## config.mk

```make
export PLATFORM = sky130hd
export DESIGN_NAME = demux_sched_flat
export DESIGN_NICKNAME = d
export VERILOG_FILES = /design/src/rtl/demux_sched_pkg.sv /design/src/rtl/demux_sched_if.sv /design/src/rtl/demux_sched_timer.sv /design/src/rtl/demux_sched.sv /design/src/flat_wrapper.sv
export SDC_FILE = /design/constraint.sdc
export NUM_CORES = 1
export LEC_CHECK = 0
export ABC_CLOCK_PERIOD_IN_PS = 2700
export BUFFER_PORTS_ARGS = -buffer_cell sky130_fd_sc_hd__buf_2
export CAP_MARGIN = 20
export CORE_ASPECT_RATIO = 1.4
export CORE_MARGIN = 8
export CORE_UTILIZATION = 48
export DETAILED_ROUTE_END_ITERATION = 6
export PLACE_DENSITY = 0.84
export SYNTH_ARGS = -nofsm -noshare
export SYNTH_HDL_FRONTEND = slang
export SYNTH_SLANG_ARGS = --single-unit
```

## constraint.sdc

```tcl
create_clock -name clk -period 2.7 [get_ports clk]
set_input_delay 0.405 -clock clk [delete_from_list [all_inputs] [get_ports clk]]
set_output_delay 0.405 -clock clk [all_outputs]
set_load 0.02 [all_outputs]
```

## src/rtl/demux_sched_pkg.sv

```systemverilog
// ----------------------------------------------------------------------------
// demux_sched_pkg
// Shared types and defaults for the demux scheduler.
//   state_e      : buffer state (EMPTY / FULL)
//   *_DEF        : default lane count, data width and stall timeout
//   onehot()     : lane index -> one-hot lane vector (up to MAX_LANES lanes)
// ----------------------------------------------------------------------------
package demux_sched_pkg;

    typedef enum logic {
        EMPTY = 1'b0,
        FULL  = 1'b1
    } state_e;

    localparam int N_OUT_DEF   = 8;
    localparam int DW_DEF      = 8;
    localparam int TIMEOUT_DEF = 15;
    localparam int MAX_LANES   = 16;
    localparam int IDXW        = 4;

    // Callers truncate the result to their own lane count.
    function automatic logic [MAX_LANES-1:0] onehot(input logic [IDXW-1:0] idx);
        logic [MAX_LANES-1:0] v;
        v      = '0;
        v[idx] = 1'b1;
        return v;
    endfunction

endpackage

```

## src/rtl/demux_sched_if.sv

```systemverilog
// ----------------------------------------------------------------------------
// demux_sched_if
// Bundles the scheduler's input handshake and lane-side signals.
//   mode, in_valid, in_data, in_dest : upstream word + routing request
//   in_ready                         : buffer can take a word this cycle
//   sel, out_data, out_valid         : demux select, held word, one-hot valid
//   out_ready                        : per-lane ready
//   drop                             : one-cycle discard pulse
//   rr_ptr                           : next round-robin lane
// modport slave  : the scheduler side
// modport master : the upstream/lane side (testbench or surrounding logic)
// ----------------------------------------------------------------------------
interface demux_sched_if #(
    parameter int N_OUT = demux_sched_pkg::N_OUT_DEF,
    parameter int DW    = demux_sched_pkg::DW_DEF,
    parameter int SELW  = $clog2(N_OUT)
);
    logic             mode;
    logic             in_valid;
    logic             in_ready;
    logic [DW-1:0]    in_data;
    logic [SELW-1:0]  in_dest;
    logic [SELW-1:0]  sel;
    logic [DW-1:0]    out_data;
    logic [N_OUT-1:0] out_valid;
    logic [N_OUT-1:0] out_ready;
    logic             drop;
    logic [SELW-1:0]  rr_ptr;

    modport slave (
        input  mode, in_valid, in_data, in_dest, out_ready,
        output in_ready, sel, out_data, out_valid, drop, rr_ptr
    );

    modport master (
        output mode, in_valid, in_data, in_dest, out_ready,
        input  in_ready, sel, out_data, out_valid, drop, rr_ptr
    );
endinterface

```

## src/rtl/demux_sched_timer.sv

```systemverilog
// ----------------------------------------------------------------------------
// demux_sched_timer
// Tracks how long the held word has been stalled and produces the drop pulse.
//   clk, rst_n   : clock, asynchronous active-low reset
//   full_i       : a word is held
//   deliver_i    : held word is taken by its lane this cycle
//   load_i       : a new word is latched this cycle
//   bad_dest_i   : an incoming word was rejected for an out-of-range lane
//   timeout_o    : held word has waited TIMEOUT cycles and is discarded now
//   drop_o       : timeout discard (same cycle) or bad-dest reject (next cycle)
// ----------------------------------------------------------------------------
module demux_sched_timer
    import demux_sched_pkg::*;
#(
    parameter int TIMEOUT = TIMEOUT_DEF
) (
    input  logic clk,
    input  logic rst_n,
    input  logic full_i,
    input  logic deliver_i,
    input  logic load_i,
    input  logic bad_dest_i,
    output logic timeout_o,
    output logic drop_o
);
    localparam int CW = (TIMEOUT < 1) ? 1 : $clog2(TIMEOUT + 1);

    logic [CW-1:0] wait_cnt_q, wait_cnt_d;
    logic          bad_q;

    // Saturating so a TIMEOUT=0 build never wraps.
    always_comb begin
        wait_cnt_d = wait_cnt_q;
        if (load_i) begin
            wait_cnt_d = '0;
        end else if (full_i && !deliver_i && (wait_cnt_q != '1)) begin
            wait_cnt_d = wait_cnt_q + 1'b1;
        end
    end

    always_ff @(posedge clk or negedge rst_n) begin
        if (!rst_n) begin
            wait_cnt_q <= '0;
            bad_q      <= 1'b0;
        end else begin
            wait_cnt_q <= wait_cnt_d;
            bad_q      <= bad_dest_i;
        end
    end

    // A delivery in the expiry cycle wins over the timeout.
    assign timeout_o = (TIMEOUT != 0) && full_i && !deliver_i
                       && (int'(wait_cnt_q) == TIMEOUT);
    assign drop_o    = timeout_o || bad_q;

endmodule

```

## src/rtl/demux_sched.sv

```systemverilog
// ----------------------------------------------------------------------------
// demux_sched
// Sequences a 1-to-N_OUT demux through a one-entry holding buffer. Each word
// goes to in_dest (mode 0) or the round-robin lane (mode 1); a word stalled
// for TIMEOUT cycles is discarded with a drop pulse.
//   clk, rst_n  : clock, asynchronous active-low reset
//   bus         : demux_sched_if.slave (handshake, lane signals, drop, rr_ptr)
//   stall_cnt_o : (only with DEMUX_SCHED_STALL_CNT_EN) saturating count of
//                 FULL cycles without delivery, cleared only by reset
// Optional feature macro: DEMUX_SCHED_STALL_CNT_EN
// ----------------------------------------------------------------------------
module demux_sched
    import demux_sched_pkg::*;
#(
    parameter int N_OUT   = N_OUT_DEF,
    parameter int DW      = DW_DEF,
    parameter int SELW    = $clog2(N_OUT),
    parameter int TIMEOUT = TIMEOUT_DEF
) (
    input  logic         clk,
    input  logic         rst_n,
`ifdef DEMUX_SCHED_STALL_CNT_EN
    output logic [15:0]  stall_cnt_o,
`endif
    demux_sched_if.slave bus
);
    state_e          state_q, state_d;
    logic [DW-1:0]   data_q, data_d;
    logic [SELW-1:0] sel_q, sel_d;
    logic [SELW-1:0] rr_q, rr_d;
    logic            rr_word_q, rr_word_d;   // held word was routed round-robin

    logic            full, deliver, timeout, drop;
    logic            in_ready, accept, bad_dest, load, advance;
    logic [SELW-1:0] rr_eff, dest;

    assign full     = (state_q == FULL);
    assign deliver  = full && bus.out_ready[sel_q];
    assign in_ready = !full || deliver;
    assign accept   = bus.in_valid && in_ready;
    assign bad_dest = accept && !bus.mode && (int'(bus.in_dest) >= N_OUT);
    assign load     = accept && !bad_dest;

    // A word accepted in the same cycle the previous round-robin word leaves
    // must see the already-advanced pointer, otherwise back-to-back words
    // would land on the same lane twice.
    assign advance = rr_word_q && (deliver || timeout);
    assign rr_eff  = !advance ? rr_q
                   : (rr_q == SELW'(N_OUT - 1)) ? '0 : rr_q + 1'b1;
    assign dest    = bus.mode ? rr_eff : bus.in_dest;

    demux_sched_timer #(.TIMEOUT(TIMEOUT)) u_timer (
        .clk       (clk),
        .rst_n     (rst_n),
        .full_i    (full),
        .deliver_i (deliver),
        .load_i    (load),
        .bad_dest_i(bad_dest),
        .timeout_o (timeout),
        .drop_o    (drop)
    );

    always_comb begin
        state_d   = state_q;
        data_d    = data_q;
        sel_d     = sel_q;
        rr_d      = rr_eff;
        rr_word_d = rr_word_q;
        if (load) begin
            state_d   = FULL;
            data_d    = bus.in_data;
            sel_d     = dest;
            rr_word_d = bus.mode;
        end else if (deliver || timeout) begin
            state_d   = EMPTY;
        end
    end

    always_ff @(posedge clk or negedge rst_n) begin
        if (!rst_n) begin
            state_q   <= EMPTY;
            data_q    <= '0;
            sel_q     <= '0;
            rr_q      <= '0;
            rr_word_q <= 1'b0;
        end else begin
            state_q   <= state_d;
            data_q    <= data_d;
            sel_q     <= sel_d;
            rr_q      <= rr_d;
            rr_word_q <= rr_word_d;
        end
    end

    assign bus.in_ready  = in_ready;
    assign bus.sel       = sel_q;
    assign bus.out_data  = data_q;
    assign bus.out_valid = full ? N_OUT'(onehot(IDXW'(sel_q))) : '0;
    assign bus.drop      = drop;
    assign bus.rr_ptr    = rr_q;

`ifdef DEMUX_SCHED_STALL_CNT_EN
    logic [15:0] stall_cnt_q, stall_cnt_d;

    always_comb begin
        stall_cnt_d = stall_cnt_q;
        if (full && !deliver && (stall_cnt_q != 16'hFFFF)) begin
            stall_cnt_d = stall_cnt_q + 16'd1;
        end
    end

    always_ff @(posedge clk or negedge rst_n) begin
        if (!rst_n) begin
            stall_cnt_q <= '0;
        end else begin
            stall_cnt_q <= stall_cnt_d;
        end
    end

    assign stall_cnt_o = stall_cnt_q;
`endif

endmodule

```

## src/flat_wrapper.sv

```systemverilog
// flat-port wrapper written by rule: the top's interface ports become plain ports
module demux_sched_flat import demux_sched_pkg::*;
#(
    parameter int N_OUT   = N_OUT_DEF,
    parameter int DW      = DW_DEF,
    parameter int SELW    = $clog2(N_OUT),
    parameter int TIMEOUT = TIMEOUT_DEF
)
  (clk, rst_n, bus_mode, bus_in_valid, bus_in_data, bus_in_dest, bus_out_ready, bus_in_ready, bus_sel, bus_out_data, bus_out_valid, bus_drop, bus_rr_ptr);
  demux_sched_if #(.N_OUT(N_OUT), .DW(DW), .SELW(SELW)) bus_i ();
  input  logic clk;
  input  logic rst_n;
  input wire logic [$bits(bus_i.mode)-1:0] bus_mode;
  input wire logic [$bits(bus_i.in_valid)-1:0] bus_in_valid;
  input wire logic [$bits(bus_i.in_data)-1:0] bus_in_data;
  input wire logic [$bits(bus_i.in_dest)-1:0] bus_in_dest;
  input wire logic [$bits(bus_i.out_ready)-1:0] bus_out_ready;
  output wire logic [$bits(bus_i.in_ready)-1:0] bus_in_ready;
  output wire logic [$bits(bus_i.sel)-1:0] bus_sel;
  output wire logic [$bits(bus_i.out_data)-1:0] bus_out_data;
  output wire logic [$bits(bus_i.out_valid)-1:0] bus_out_valid;
  output wire logic [$bits(bus_i.drop)-1:0] bus_drop;
  output wire logic [$bits(bus_i.rr_ptr)-1:0] bus_rr_ptr;
  assign bus_i.mode = bus_mode;
  assign bus_i.in_valid = bus_in_valid;
  assign bus_i.in_data = bus_in_data;
  assign bus_i.in_dest = bus_in_dest;
  assign bus_i.out_ready = bus_out_ready;
  assign bus_in_ready = bus_i.in_ready;
  assign bus_sel = bus_i.sel;
  assign bus_out_data = bus_i.out_data;
  assign bus_out_valid = bus_i.out_valid;
  assign bus_drop = bus_i.drop;
  assign bus_rr_ptr = bus_i.rr_ptr;
  demux_sched #(.N_OUT(N_OUT), .DW(DW), .SELW(SELW), .TIMEOUT(TIMEOUT)) u_core (.clk(clk), .rst_n(rst_n), .bus(bus_i));
endmodule
```

# == Yosys cells after proc, flatten, opt, wreduce, memory -nomap -nowiden ==
# Cells that the tools add are included.
# word_totals
register_bits,20
in_bits,23
out_inout_bits,24
wordCells,39
# op_classes
addsub,2
n_lt_le_gt_ge,3
eq_ne,3
mux,12
reduce_logical,13
# op_table
op,n
$mux 3,3
$mux 4,2
$mux 8,1
$logic_and 1x1->1,7
$lt 3x5->1 const B,1
$add 4x1->4 const B,1
$eq 4x1->1 const B,1
$lt 3x4->1 const B,1
$mux 1,4
$ne 4x4->1 const B,1
$reduce_bool 2->1,2
$add 3x1->3 const B,1
$bmux 1 s3,1
$demux 1 s3,1
$eq 3x3->1 const B,1
$ge 3x1->1 const B,1
$logic_not 1->1,2
$logic_or 1x1->1,2

# == Logic depth before layout (Yosys ltp) ==
# logic_depth
depth_word,10
mapped_depth,8
mapped_depth_nobuf,6

# == Cells and area by module ==
# Synthesis repeated with hierarchy kept, for this count alone.
# hier_totals
cells_unflattened,101
hier_area_um2,1197.4
# by_module_without_submodules
module,n_inst,cells_per_inst,area_each_um2,seq_area_each_um2
demux_sched,1,75,917.1,400.4
demux_sched_timer,1,26,280.3,125.1

# == Least setup slack after synthesis ==
# No wires, ideal clock.
# synth_path
path_type,register to output
start,register u_core.sel_q[0] (netlist: u_core.bus.sel[0])
end,output port bus_drop
arrival_time_ns,1.754
required_time_ns,2.295
slack_ns,0.541
stages_incl_launch_ff,7
path_buffers,1
cell_sequence,dfrtp_1 -> buf_6 -> mux2_4 -> a2bb2oi_2 -> a21boi_4 -> inv_4 -> nor2_1
# synth_via
elab_chain_len,6
# synth_lines
element,line_no,text
from (decl),demux_sched.sv:29,"logic [SELW-1:0] sel_q, sel_d;"
from (signal assigned),demux_sched.sv:89,sel_q <= sel_d;
$bmux 1 s3,demux_sched.sv:38,assign deliver = full && bus.out_ready[sel_q];
$mux 1 (implied by the code),demux_sched.sv:38,
$logic_and 1x1->1,demux_sched.sv:38,
$logic_not 1->1,demux_sched_timer.sv:52,assign timeout_o = (TIMEOUT != 0) && full_i && !deliver_i
$logic_and 1x1->1,demux_sched_timer.sv:52,
$logic_and 1x1->1,demux_sched_timer.sv:53,&& (int'(wait_cnt_q) == TIMEOUT);
to (decl),flat_wrapper.sv:22,output wire logic [$bits(bus_i.drop)-1:0] bus_drop;
# No other way between the ends. The select of a mux whose other input is x is not followed.

# == Worst setup path in the final report ==
# Same ends and word-level chain as after synthesis.

==> metrics.md <==
| Metric | Value |
|---|---|
| Status | completed |
| WP data arrival | 2.06 ns |
| Final hold violations | 0 |
| Total grt overflow | 0 |
| Design area | 1500 µm² |
| Clock power frac | 12.3% |
| H-tree depth | 1 |
| DR vias/cell | 5.44 |
| Yosys warns | 0 |
| Chip width | 58.3 µm |
| Skew final | 0.00324 ns |
| Critical Path End Type | primary output |
| DRC Markers | 0 |
| Dpl cell area | 1450 µm² |
| Clock Sinks | 20 |
| Rows | 21 |
| Most used DFF post-synth | dfrtp_1 |
| CTS tree | yes |
| Actual slew at the worst max-slew pin | 0.451 ns |
| WL/cell | 16.2 µm |
| DRT iter0 DRCs | 23 |
| DIE AREA | 4390 µm² |
| Vias in the first global route | 1035 |
| Post-synth top area cell | dfrtp_1 |
| Fraction of final layout cells sized beyond drive strength 1 | 44.8% |
| CP Class | reg2out |
| Worst slew margin | 69.9% |
| Final min period | 2.47 ns |
| Avg Inst Size Synth | 11.2 µm² |
| Psw | 0.871 mW |
| Flops & latches, synth | 20 |
| Fraction of registers with async set/reset | 100% |
| Top-count cell post-synth | dfrtp_1 |
| CP Max Fanout | 11 |
| # diodes | 0 |
| Tightest Hold Check Type | in2async |
| Num CTS Buffers | 3 |
| Post-synthesis sequential area ratio | 41.5% |
| Cells after synthesis | 108 |
| GRT Util Overall | 13.8% |
| Synth Cell Area | 1200 µm² |
| Drt pass-1 iters | 4 |
| Max Slew Vio Count | 0 |
| Clock network latency to the later pin of the worst-skew pair | 0.30 ns |
| Area growth, synth to finish | 24.4% |
| CTS max path bufs | 2 |
| # setup viols final | 0 |
| RSZ-0062 raised after global routing | false |
| MaxCap Viol Count | 0 |
| Post-cts resize count | 0 |
| P_leak | 0.790 nW |
| Max VDD drop | 0.000703 V |
| Final wirelength | 3040 µm |
| DIE HEIGHT | 75.3 µm |
| Root Buffer | clkbuf_4 |
| Initial antenna violation count | 0 |
| Synth top area cells | dfrtp_1, mux2_4, mux2i_1, o211a_1, nand2_1 |
| Sw frac | 44.6% |
| Core area | 2390 µm² |
| Synth top area share | 41.5% |
| Worst path required time | 2.30 ns |
| Final Cycle Share | 91.3% |
| GP Congestion | 0.794 |
| Starting Density | 50.4% |
| Post-synth top cells | dfrtp_1, nand2_1, mux2_4 |
| WP buf/inv | 2 |
| Hold buffers post-CTS | 0 |
| PwrDens | 1300 nW/µm² |
| DR vias | 1023 |
| Layout net count | 181 |
| Gate power share | 57.3% |
| Setup Total Neg Slack | 0 ns |
| Crit-path slowest cell | dfrtp_1 |
| I/O pins | 47 |
| Postcts setup bufs | 0 |
| Fmax | 0.406 GHz |
| Port Buf Inserts | 46 |
| Crit-path cells | mux2_4 -> a2bb2oi_2 -> a21boi_4 -> inv_4 -> nor2_1 -> buf_2 |
| Startpoint class of the critical path | flop |
| CP top delay family | flip-flops |
| Tot Pwr | 1.95 mW |
| Clock transition at path regs | 0.11 ns |
| Hpwl dp | 2500 µm |
| First-pass GRT wire length | 4680 µm |
| Syn_nets | 134 |
| Reg power frac | 30.4% |
| Int Pwr | 1.08 mW |
| Number of synthesized flops with an enable pin | 0 |
| Crit path largest cell delay | 0.58 ns |
| Largest net degree at the start of global routing | 21 |
| ANT nets after route | 0 |
| Distinct cells, synth | 34 |
[sequential cells by signal, indices dropped and copies added, names as in the netlist]
register	flops
u_core.bus.out_data	8
u_core.u_timer.wait_cnt_q	4
u_core.bus.rr_ptr	3
u_core.bus.sel	3
u_core.full	1
u_core.rr_word_q	1
[layer usage]
layer / track usage (%) / share of wire (%) / wire [µm]
met1: 13.4 / 37 / 1130
met2: 25.3 / 52 / 1580
met3: 4.79 / 8.6 / 262
met4: 6.28 / 2.2 / 68
met5: 0 / 0 / 0
[metrics by stage]
| step | hold WS, ns | std cells | utilization [%] | setup slack (ns) |
|---|---|---|---|---|
| 2_1_floorplan | 0.109 | 108 | - | 0.541 |
| 3_3_place_gp | 0.361 | 184 | 60.5 | 0.622 |
| 3_5_place_dp | 0.371 | 184 | 60.5 | 0.572 |
| 4_1_cts | 0.0373 | 188 | 62.7 | 0.217 |
| 5_1_grt | 0.0489 | 188 | 62.7 | 0.115 |
| 6_report | 0.0335 | 188 | 62.7 | 0.235 |
[power groups by stage]
stage | combinational [mW] | sequential, mW | clock (mW)
floorplan | 0.746 | 0.670 | 0
global placement | 1.07 | 0.583 | 0
detailed placement | 1.12 | 0.596 | 0
CTS | 1.13 | 0.592 | 0.246
global route | 1.20 | 0.611 | 0.259
finish | 1.12 | 0.593 | 0.240
[cell type report]
class	count	area, µm²
tap	34	42.5
clock buffer	3	22.5
multi-input combinational	82	663
sequential	20	500
inverter	2	10.0
fill	200	892
timing repair buffer	46	230
clock inverter	1	30.0
[worst reg2reg max path: cells and delay by family, from the launching register on]
family                 cells  cell delay (ns)
and+or+nand+nor            1             0.23
AOI/OAI and AO/OA          2             0.47
buffers and inverters      1             0.09
DFF                        1             0.58
muxes                      2             0.66
[worst paths after layout]
path	start	to	slack [ns]	depth (start not counted)
setup / recovery	u_core.bus.sel[0]	bus_drop	0.23	6
min in group clk	bus_in_data[3]	u_core.bus.out_data[3]	0.33	2
hold / removal	rst_n	u_core.bus.out_data[5]	0.03	1
hold reg to reg	u_core.u_timer.wait_cnt_q[0]	u_core.u_timer.wait_cnt_q[0]	0.51	1
max in group asynchronous	rst_n	u_core.bus.sel[1]	2.36	1
setup reg to reg	u_core.bus.sel[0]	u_core.bus.out_data[5]	0.57	6
[cell families after synthesis]
kind of cell,Yosys count,share of synthesized area (%)
AOI/OAI and AO/OA,23,17.3
buffers and inverters,6,3.43
muxes,18,19.4
and+or+nand+nor,38,15.2
adders and majority gates,3,3.12
DFF,20,41.5
[cell usage in the layout (no fill, tap or decap), types with 3 or more instances in the layout]
cell	instances
a21o_1	3
buf_2	46
clkbuf_4	3
dfrtp_1	20
ha_1	3
mux2_2	3
mux2_4	10
mux2i_1	5
nand2_1	13
nand3_1	4
nor2_1	8
nor3_1	4
o211a_1	5
o211ai_1	3
No activity file was read; power rests on OpenSTA's default activity.
